===== src/rtl/riscv_mem_arbiter.sv =====
// ---------------------------------------------------------------------------
// riscv_mem_arbiter
//
// Purpose:
//   Shares one single-port synchronous memory between the RV32I core's
//   instruction-fetch requester and its load/store requester. Requests are
//   arbitrated round-robin. Each access holds the memory port for WAIT+1
//   cycles. The winner then receives a one-cycle acknowledge together with
//   registered read data.
//
// Parameters:
//   WAIT  extra memory cycles per access (0..15)
//   CW    width of the wait counter
//
// Ports:
//   clk      system clock
//   clrn     synchronous active-low reset
//   i_req    fetch request, held until i_ack
//   i_addr   fetch address
//   i_ack    one-cycle fetch completion pulse
//   i_inst   fetched instruction, held until the next completed fetch
//   d_req    data request, held until d_ack
//   d_addr   load/store address
//   d_we     byte write enables (0 = load)
//   d_wdata  store data
//   d_ack    one-cycle data completion pulse
//   d_rdata  load data, held until the next completed load
//   m_addr   memory address (held in IDLE)
//   m_wdata  memory write data (held in IDLE)
//   m_write  memory byte write enables
//   m_read   memory read strobe
//   m_rdata  memory read data, valid on the last access cycle
//   busy     high while an access or its acknowledge is in progress
//   owner    current or last grantee (0 = fetch, 1 = data)
// ---------------------------------------------------------------------------
module riscv_mem_arbiter #(
  parameter int WAIT = 1,
  parameter int CW   = 4
) (
  input  logic        clk,
  input  logic        clrn,
  input  logic        i_req,
  input  logic [31:0] i_addr,
  output logic        i_ack,
  output logic [31:0] i_inst,
  input  logic        d_req,
  input  logic [31:0] d_addr,
  input  logic [3:0]  d_we,
  input  logic [31:0] d_wdata,
  output logic        d_ack,
  output logic [31:0] d_rdata,
  output logic [31:0] m_addr,
  output logic [31:0] m_wdata,
  output logic [3:0]  m_write,
  output logic        m_read,
  input  logic [31:0] m_rdata,
  output logic        busy,
  output logic        owner
);

  typedef enum logic [1:0] {
    ST_IDLE   = 2'd0,
    ST_ACCESS = 2'd1,
    ST_ACK    = 2'd2
  } state_t;

  localparam logic [CW-1:0] WAIT_CNT  = CW'(WAIT);
  localparam logic          OWN_FETCH = 1'b0;

  state_t        r_state;
  logic [CW-1:0] r_cnt;
  logic [31:0]   r_m_addr;
  logic [31:0]   r_m_wdata;
  logic [3:0]    r_m_write;
  logic          r_m_read;
  logic          r_i_ack;
  logic          r_d_ack;
  logic [31:0]   r_i_inst;
  logic [31:0]   r_d_rdata;
  logic          r_owner;
  logic          r_busy;

  logic          w_any_req;
  logic          w_grant_data;

  assign w_any_req = i_req | d_req;

  // Data wins when it is the only requester, or on a tie when fetch was the
  // last grantee. Because owner resets to data, fetch wins the first tie.
  assign w_grant_data = d_req & (~i_req | (r_owner == OWN_FETCH));

  always_ff @(posedge clk) begin
    if (!clrn) begin
      r_state   <= ST_IDLE;
      r_cnt     <= '0;
      r_m_addr  <= 32'd0;
      r_m_wdata <= 32'd0;
      r_m_write <= 4'd0;
      r_m_read  <= 1'b0;
      r_i_ack   <= 1'b0;
      r_d_ack   <= 1'b0;
      r_i_inst  <= 32'd0;
      r_d_rdata <= 32'd0;
      r_owner   <= 1'b1;
      r_busy    <= 1'b0;
    end else begin
      case (r_state)
        ST_IDLE: begin
          r_i_ack <= 1'b0;
          r_d_ack <= 1'b0;
          if (w_any_req) begin
            // Requester inputs are latched here once. Later changes on
            // them do not affect this access.
            r_state <= ST_ACCESS;
            r_busy  <= 1'b1;
            r_cnt   <= WAIT_CNT;
            r_owner <= w_grant_data;
            if (w_grant_data) begin
              r_m_addr  <= d_addr;
              r_m_wdata <= d_wdata;
              r_m_write <= d_we;
              r_m_read  <= (d_we == 4'd0);
            end else begin
              // A fetch never writes. m_wdata keeps its last value.
              r_m_addr  <= i_addr;
              r_m_write <= 4'd0;
              r_m_read  <= 1'b1;
            end
          end
        end

        ST_ACCESS: begin
          if (r_cnt != '0) begin
            r_cnt <= r_cnt - CW'(1);
          end else begin
            // This is the last access cycle, so m_rdata is valid.
            if (r_owner == OWN_FETCH) begin
              r_i_inst <= m_rdata;
              r_i_ack  <= 1'b1;
            end else begin
              // Only loads update d_rdata. A store leaves it untouched.
              if (r_m_read) begin
                r_d_rdata <= m_rdata;
              end
              r_d_ack <= 1'b1;
            end
            r_m_read  <= 1'b0;
            r_m_write <= 4'd0;
            r_state   <= ST_ACK;
          end
        end

        ST_ACK: begin
          // No grant is made here. The acked requester still shows req
          // during this cycle and must not be granted again.
          r_i_ack <= 1'b0;
          r_d_ack <= 1'b0;
          r_busy  <= 1'b0;
          r_state <= ST_IDLE;
        end

        default: begin
          r_state   <= ST_IDLE;
          r_m_read  <= 1'b0;
          r_m_write <= 4'd0;
          r_i_ack   <= 1'b0;
          r_d_ack   <= 1'b0;
          r_busy    <= 1'b0;
        end
      endcase
    end
  end

  assign i_ack   = r_i_ack;
  assign i_inst  = r_i_inst;
  assign d_ack   = r_d_ack;
  assign d_rdata = r_d_rdata;
  assign m_addr  = r_m_addr;
  assign m_wdata = r_m_wdata;
  assign m_write = r_m_write;
  assign m_read  = r_m_read;
  assign busy    = r_busy;
  assign owner   = r_owner;

endmodule


===== config.mk =====
export PLATFORM = sky130hd
export DESIGN_NAME = riscv_mem_arbiter
export DESIGN_NICKNAME = d
export VERILOG_FILES = /design/src/rtl/riscv_mem_arbiter.sv
export SDC_FILE = /design/constraint.sdc
export NUM_CORES = 1
export LEC_CHECK = 0
export ABC_CLOCK_PERIOD_IN_PS = 4850
export CAP_MARGIN = 40
export CORE_MARGIN = 5
export CORE_UTILIZATION = 45
export CTS_BUF_LIST = sky130_fd_sc_hd__clkbuf_8
export DETAILED_ROUTE_END_ITERATION = 8
export PLACE_DENSITY = 0.87
export SYNTH_ARGS = -nofsm -noshare
export SYNTH_HDL_FRONTEND = slang
export SYNTH_SLANG_ARGS = --single-unit

===== constraint.sdc =====
create_clock -name clk -period 4.85 [get_ports clk]
set_input_delay 0.97 -clock clk [delete_from_list [all_inputs] [get_ports clk]]
set_output_delay 0.97 -clock clk [all_outputs]
set_load 0.03 [all_outputs]

==> flow_summary.toml, run 1 <==
[critical_path]
crit_type = "register to primary output"
crit_end = "owner"
cp.depth = 1
arrival_ns = 1.76
start_kind = "register"
r2r-end = "i_inst[14]"
cpPeakStageDelay_ns = 0.78
rrSetupSlack_ns = 2.69
cp_slowest_cell = "clkdlybuf4s50_1"
cp-startpoint = "owner"
worstRegToRegCells = 6
crit_family = "buffers and inverters"
path_cells = "clkdlybuf4s50_1"
worstReg2RegStart = "r_cnt[0]"
endpoint_kind = "primary output"
crit_buf_inv = 1
critPathRequiredTime_ns = 3.88
cp_max_fo = 6

[synth]
netlist_area_mm2 = 0.00568
yosysSeqAreaShare_pct = 50.4
synth_area_leader_cell = "dfxtp_1"
avgSynthCellArea_um2 = 8.73
syn_nets = 789
yosys.area.top_type_share_pct = 50.4
synth.distinct_cells = 35
ys_ff_latch = 143
synth_area_leaders = "dfxtp_1, nand2_1, mux2i_1, a21oi_1, a311oi_1"
synth_cells = 651
yosysWarnings = 0

[job]
drv_cap = 0

[global_route]
first_global_vias = 5229
gr-usage-all-layers_pct = 23.2
grt_max_degree = 67
antenna_found_initial = 0
grt_pass1_wl_um = 27300
grt_overflow = 0

[detailed_routing]
via_per_inst = 5.18
dr.first_iter.drc_count = 426
ant_nets = 0
drc_errors = 0
post_drt_wl_per_cell_um = 16.8
totalWireLength_um = 18100
vias = 5587
first_pass_iters = 7

[cells_and_area]
final_common_cell = "clkdlybuf4s50_1"
drive_above_1_share_pct = 5.63
diodes = 0
fillers = 1010
most-common-layout-cells = "clkdlybuf4s50_1, nand2_1, dfxtp_1"
final_nets = 1032
stdcell_area_mm2 = 0.00894
syn_to_final_growth_pct = 57.3

[timing]
setup_viol = 0
fmax_ghz = 0.367
clock-skew-final_ns = 0.00984
finalCriticalPeriod_ns = 2.73
finalSetupTns_ns = 0
hold_violations = 0
slew_headroom_pct = 52.1
min_period_over_period_pct = 56.2
tightestPinTransition_ns = 0.718
drv_slew = 0
rsz0062_at_grt = "false"

[run_status]
status = "complete, no violations"

[die]
rows = 41
core_mm2 = 0.0125
die-area_mm2 = 0.0150
pin_count = 273
start_util_pct = 45.4
chipHeight_um = 122
die_w_um = 122

[placement]
globalplace.congestion = 0.767
dp_hpwl_um = 13100
portBuffers = 272
place_area_mm2 = 0.00853

[cts]
cts_root_buf = "clkbuf_8"
clk_pin_slew_ns = 0.07
cts_resized = 0
cts_buffer_depth = 2
cts_tree = "done"
clock_sinks = 143
numCtsBuffers = 17
cts_setup_buffers = 0
clock_latency_ns = 0.44
hold_buffers = 0
cts-htree-levels = 4

[power_and_ir_drop]
worst_ir_drop_vdd_v = 0.000210
leakage_nw = 3.43
p_per_area_mw_per_mm2 = 343

[worst_hold_path]
min-delay-start = "d_rdata[1]"
hold_path_class = "register to register"
==> how the worst min path moves through the flow <==
| stage | to | cells past startpoint |
|---|---|---|
| finish | d_rdata[1] | 2 |
| global route | d_rdata[23] | 2 |
| CTS | d_rdata[18] | 2 |
| detailed placement | d_rdata[20] | 2 |
| global placement | d_rdata[28] | 2 |
| floorplan | r_cnt[1] | 2 |
==> metrics by stage <==
stage | utilization, % | instances | power [mW] | setup WS [ns] | hold slack, ns
after floorplan | - | 651 | 1.75 | 2.89 | 0.466
after global placement | 67.3 | 1042 | 2.09 | 1.82 | 0.442
after detailed placement | 68.2 | 1047 | 2.11 | 2.07 | 0.446
after CTS | 71.4 | 1078 | 3.09 | 2.09 | 0.459
after global routing | 71.4 | 1078 | 3.19 | 2.03 | 0.470
final | 71.4 | 1078 | 3.06 | 2.12 | 0.455
==> state kept, by name, indices dropped and copies added (netlist names) <==
| register | flops |
|---|---|
| i_ack | 1 |
| d_rdata | 32 |
| m_write | 4 |
| d_ack | 1 |
| busy | 1 |
| r_state | 2 |
| m_wdata | 32 |
| m_addr | 32 |
| m_read | 1 |
| i_inst | 32 |
| owner | 1 |
| r_cnt | 4 |
==> tightest hold or removal path, delay by kind of cell, from the launching register on <==
kind	cells	cell delay, ns
DFF	1	0.31
and+or+nand+nor	1	0.05
muxes	1	0.05
==> power by group <==
group / switching [mW] / internal (mW) / leakage [nW] / total (mW)
Clock: 0.430 / 0.549 / 0.216 / 0.979
Combinational: 0.436 / 0.340 / 2.04 / 0.776
Sequential: 0.0493 / 1.26 / 1.17 / 1.31
==> metal layers <==
layer,up-vias,track usage (%),wire length (um)
met2,261,39.1,8810
met3,24,8.25,1840
met5,-,0,0
met1,2566,27.3,7090
li1,2736,-,-
met4,0,8.61,360
==> cell type report <==
type                            instances  area, um2  share of cell area (%)
Tap cell                              172        215                    2.41
Inverter                                6       22.5                   0.252
Clock buffer                           17        234                    2.62
Multi-Input combinational cell        444       2560                    28.6
Timing Repair Buffer                  282       2870                    32.1
Sequential cell                       143       2860                    32.0
Clock inverter                         14        175                    1.96
==> synthesized netlist by cell type, drive strengths merged <==
cell	n
a22oi	2
a21boi	1
nand3	33
o221ai	1
or4	2
or3b	1
or2	2
nor3b	1
o31ai	1
nor2	7
mux2i	64
ha	2
o21bai	1
nand2	172
nor2b	2
a21bo	1
nand2b	1
a21oi	71
dfxtp	143
a32o	1
o211ai	1
inv	6
o41ai	1
clkbuf	40
o22ai	4
or3	2
a311oi	32
nor3	1
o21ai	36
o21a	1
buf	18
==> cells by family (layout without fill, tap and decap cells) <==
family,Yosys count,in the layout,synth area share (%)
muxes,64,64,11.3
AOI/OAI and AO/OA,154,154,16.4
DFF,143,143,50.4
adders and majority gates,2,2,0.440
and+or+nand+nor,224,224,16.5
buffers and inverters,64,319,5.04
Power figures use the tool's default switching activity.
==> inputs of run 2 (changes only) <==
ABC_CLOCK_PERIOD_IN_PS = 2300   (was 4850)
CORE_UTILIZATION = 38   (was 45)
PLACE_DENSITY = 0.79   (was 0.87)
clock period = 2.3 ns   (was 4.85 ns; I/O delays follow)
==> flow_summary.toml, run 2 (synthesis results as in run 1) <==
[run_status]
status = "complete, no violations"

[detailed_routing]
post_drt_wl_per_cell_um = 16.6
dr.first_iter.drc_count = 244
ant_nets = 0
first_pass_iters = 4
totalWireLength_um = 18200
vias = 5567
drc_errors = 0
via_per_inst = 5.08

[critical_path]
crit_family = "buffers and inverters"
cp_slowest_cell = "clkdlybuf4s50_1"
crit_type = "register to primary output"
cp_max_fo = 6
arrival_ns = 1.68
start_kind = "register"
crit_buf_inv = 1
path_cells = "clkdlybuf4s50_1"
critPathRequiredTime_ns = 1.84
cpPeakStageDelay_ns = 0.76
endpoint_kind = "primary output"

[cts]
cts_resized = 0
cts-htree-levels = 4
clock_sinks = 143
clk_pin_slew_ns = 0.07
cts_setup_buffers = 0
hold_buffers = 0
numCtsBuffers = 17
cts_tree = "done"
cts_buffer_depth = 2
clock_latency_ns = 0.44
cts_root_buf = "clkbuf_8"

[timing]
rsz0062_at_grt = "false"
setup_viol = 0
finalCriticalPeriod_ns = 2.14
drv_slew = 0
slew_headroom_pct = 52.1
finalSetupTns_ns = 0
clock-skew-final_ns = 0.0109
tightestPinTransition_ns = 0.719
fmax_ghz = 0.467
min_period_over_period_pct = 93.1
hold_violations = 0
whs_ns = 0.439

[cells_and_area]
regArea_mm2 = 0.00286
most-common-layout-cells = "clkdlybuf4s50_1, nand2_1, dfxtp_1"
syn_to_final_growth_pct = 57.3
fillers = 1232
final_nets = 1037
multi_input_area_mm2 = 0.00256
final_common_cell = "clkdlybuf4s50_1"
drive_above_1_share_pct = 6.04

[power_and_ir_drop]
worst_ir_drop_vdd_v = 0.000401
p_per_area_mw_per_mm2 = 699
switchingPower_mw = 1.97
power.share.clock_pct = 29.4
p_seq_share_pct = 44.1
leakage_nw = 3.42
comb_power_share_pct = 26.5
intPower_mw = 4.28
swShare_pct = 31.5

[die]
rows = 44
die-area_mm2 = 0.0175
chipHeight_um = 132
pin_count = 273
start_util_pct = 39.0
die_w_um = 132
core_mm2 = 0.0146

[global_route]
grt_pass1_wl_um = 28500
gr-usage-all-layers_pct = 20.0
grt_overflow = 0
first_global_vias = 5545
grt_max_degree = 68
antenna_found_initial = 1

[worst_hold_path]
hold_path_class = "input pin to register"

[placement]
dp_hpwl_um = 12900
globalplace.congestion = 0.784
portBuffers = 272

[job]
drv_cap = 0
[run 2: metrics by stage]
| step | area (um2) | instances | total power [mW] | setup WS [ns] | utilization [%] |
|---|---|---|---|---|---|
| final | 8940 | 1096 | 6.25 | 0.159 | 61.3 |
| after global routing | 8940 | 1096 | 6.54 | 0.0370 | 61.3 |
| after CTS | 8940 | 1095 | 6.31 | 0.0727 | 61.3 |
| after detailed placement | 8580 | 1064 | 4.48 | 0.103 | 58.8 |
| after global placement | 8580 | 1064 | 4.47 | 0.192 | 58.8 |
| after floorplan | 5680 | 651 | 3.69 | 0.576 | - |
[run 2: layer usage]
layer  up-vias  global-route usage, %  routed length, um
met4         0                   8.09                456
met3        28                   8.74               1820
li1       2759                      -                  -
met5         -                      0                  0
met2       232                   32.6               8440
met1      2548                   23.1               7450
[run 2: final timing paths]
check        startpoint          end  slack, ns  depth (start not counted)
min                clrn        owner       0.44                          2
max reg2reg    r_cnt[0]  d_rdata[11]       0.48                          6
min reg2reg   i_inst[1]    i_inst[1]       0.46                          2
max               owner        owner       0.16                          1
[run 2: layout make-up]
class / instances / area share [%]
clock buffers: 19 / 2.92
diodes: 1 / 0.0280
flip-flops and latches: 143 / 32.0
clock inverters: 12 / 1.08
repair buffers: 287 / 32.5
multi-input cells: 444 / 28.6
well taps: 184 / 2.57
inverters: 6 / 0.252
[run 2: power by group through the flow]
stage	clock network (mW)	registers [mW]	logic, mW
2_1_floorplan	0	3.12	0.566
3_3_place_gp	0	2.81	1.66
3_5_place_dp	0	2.81	1.67
4_1_cts	1.89	2.76	1.67
5_1_grt	1.99	2.78	1.77
6_report	1.83	2.75	1.66
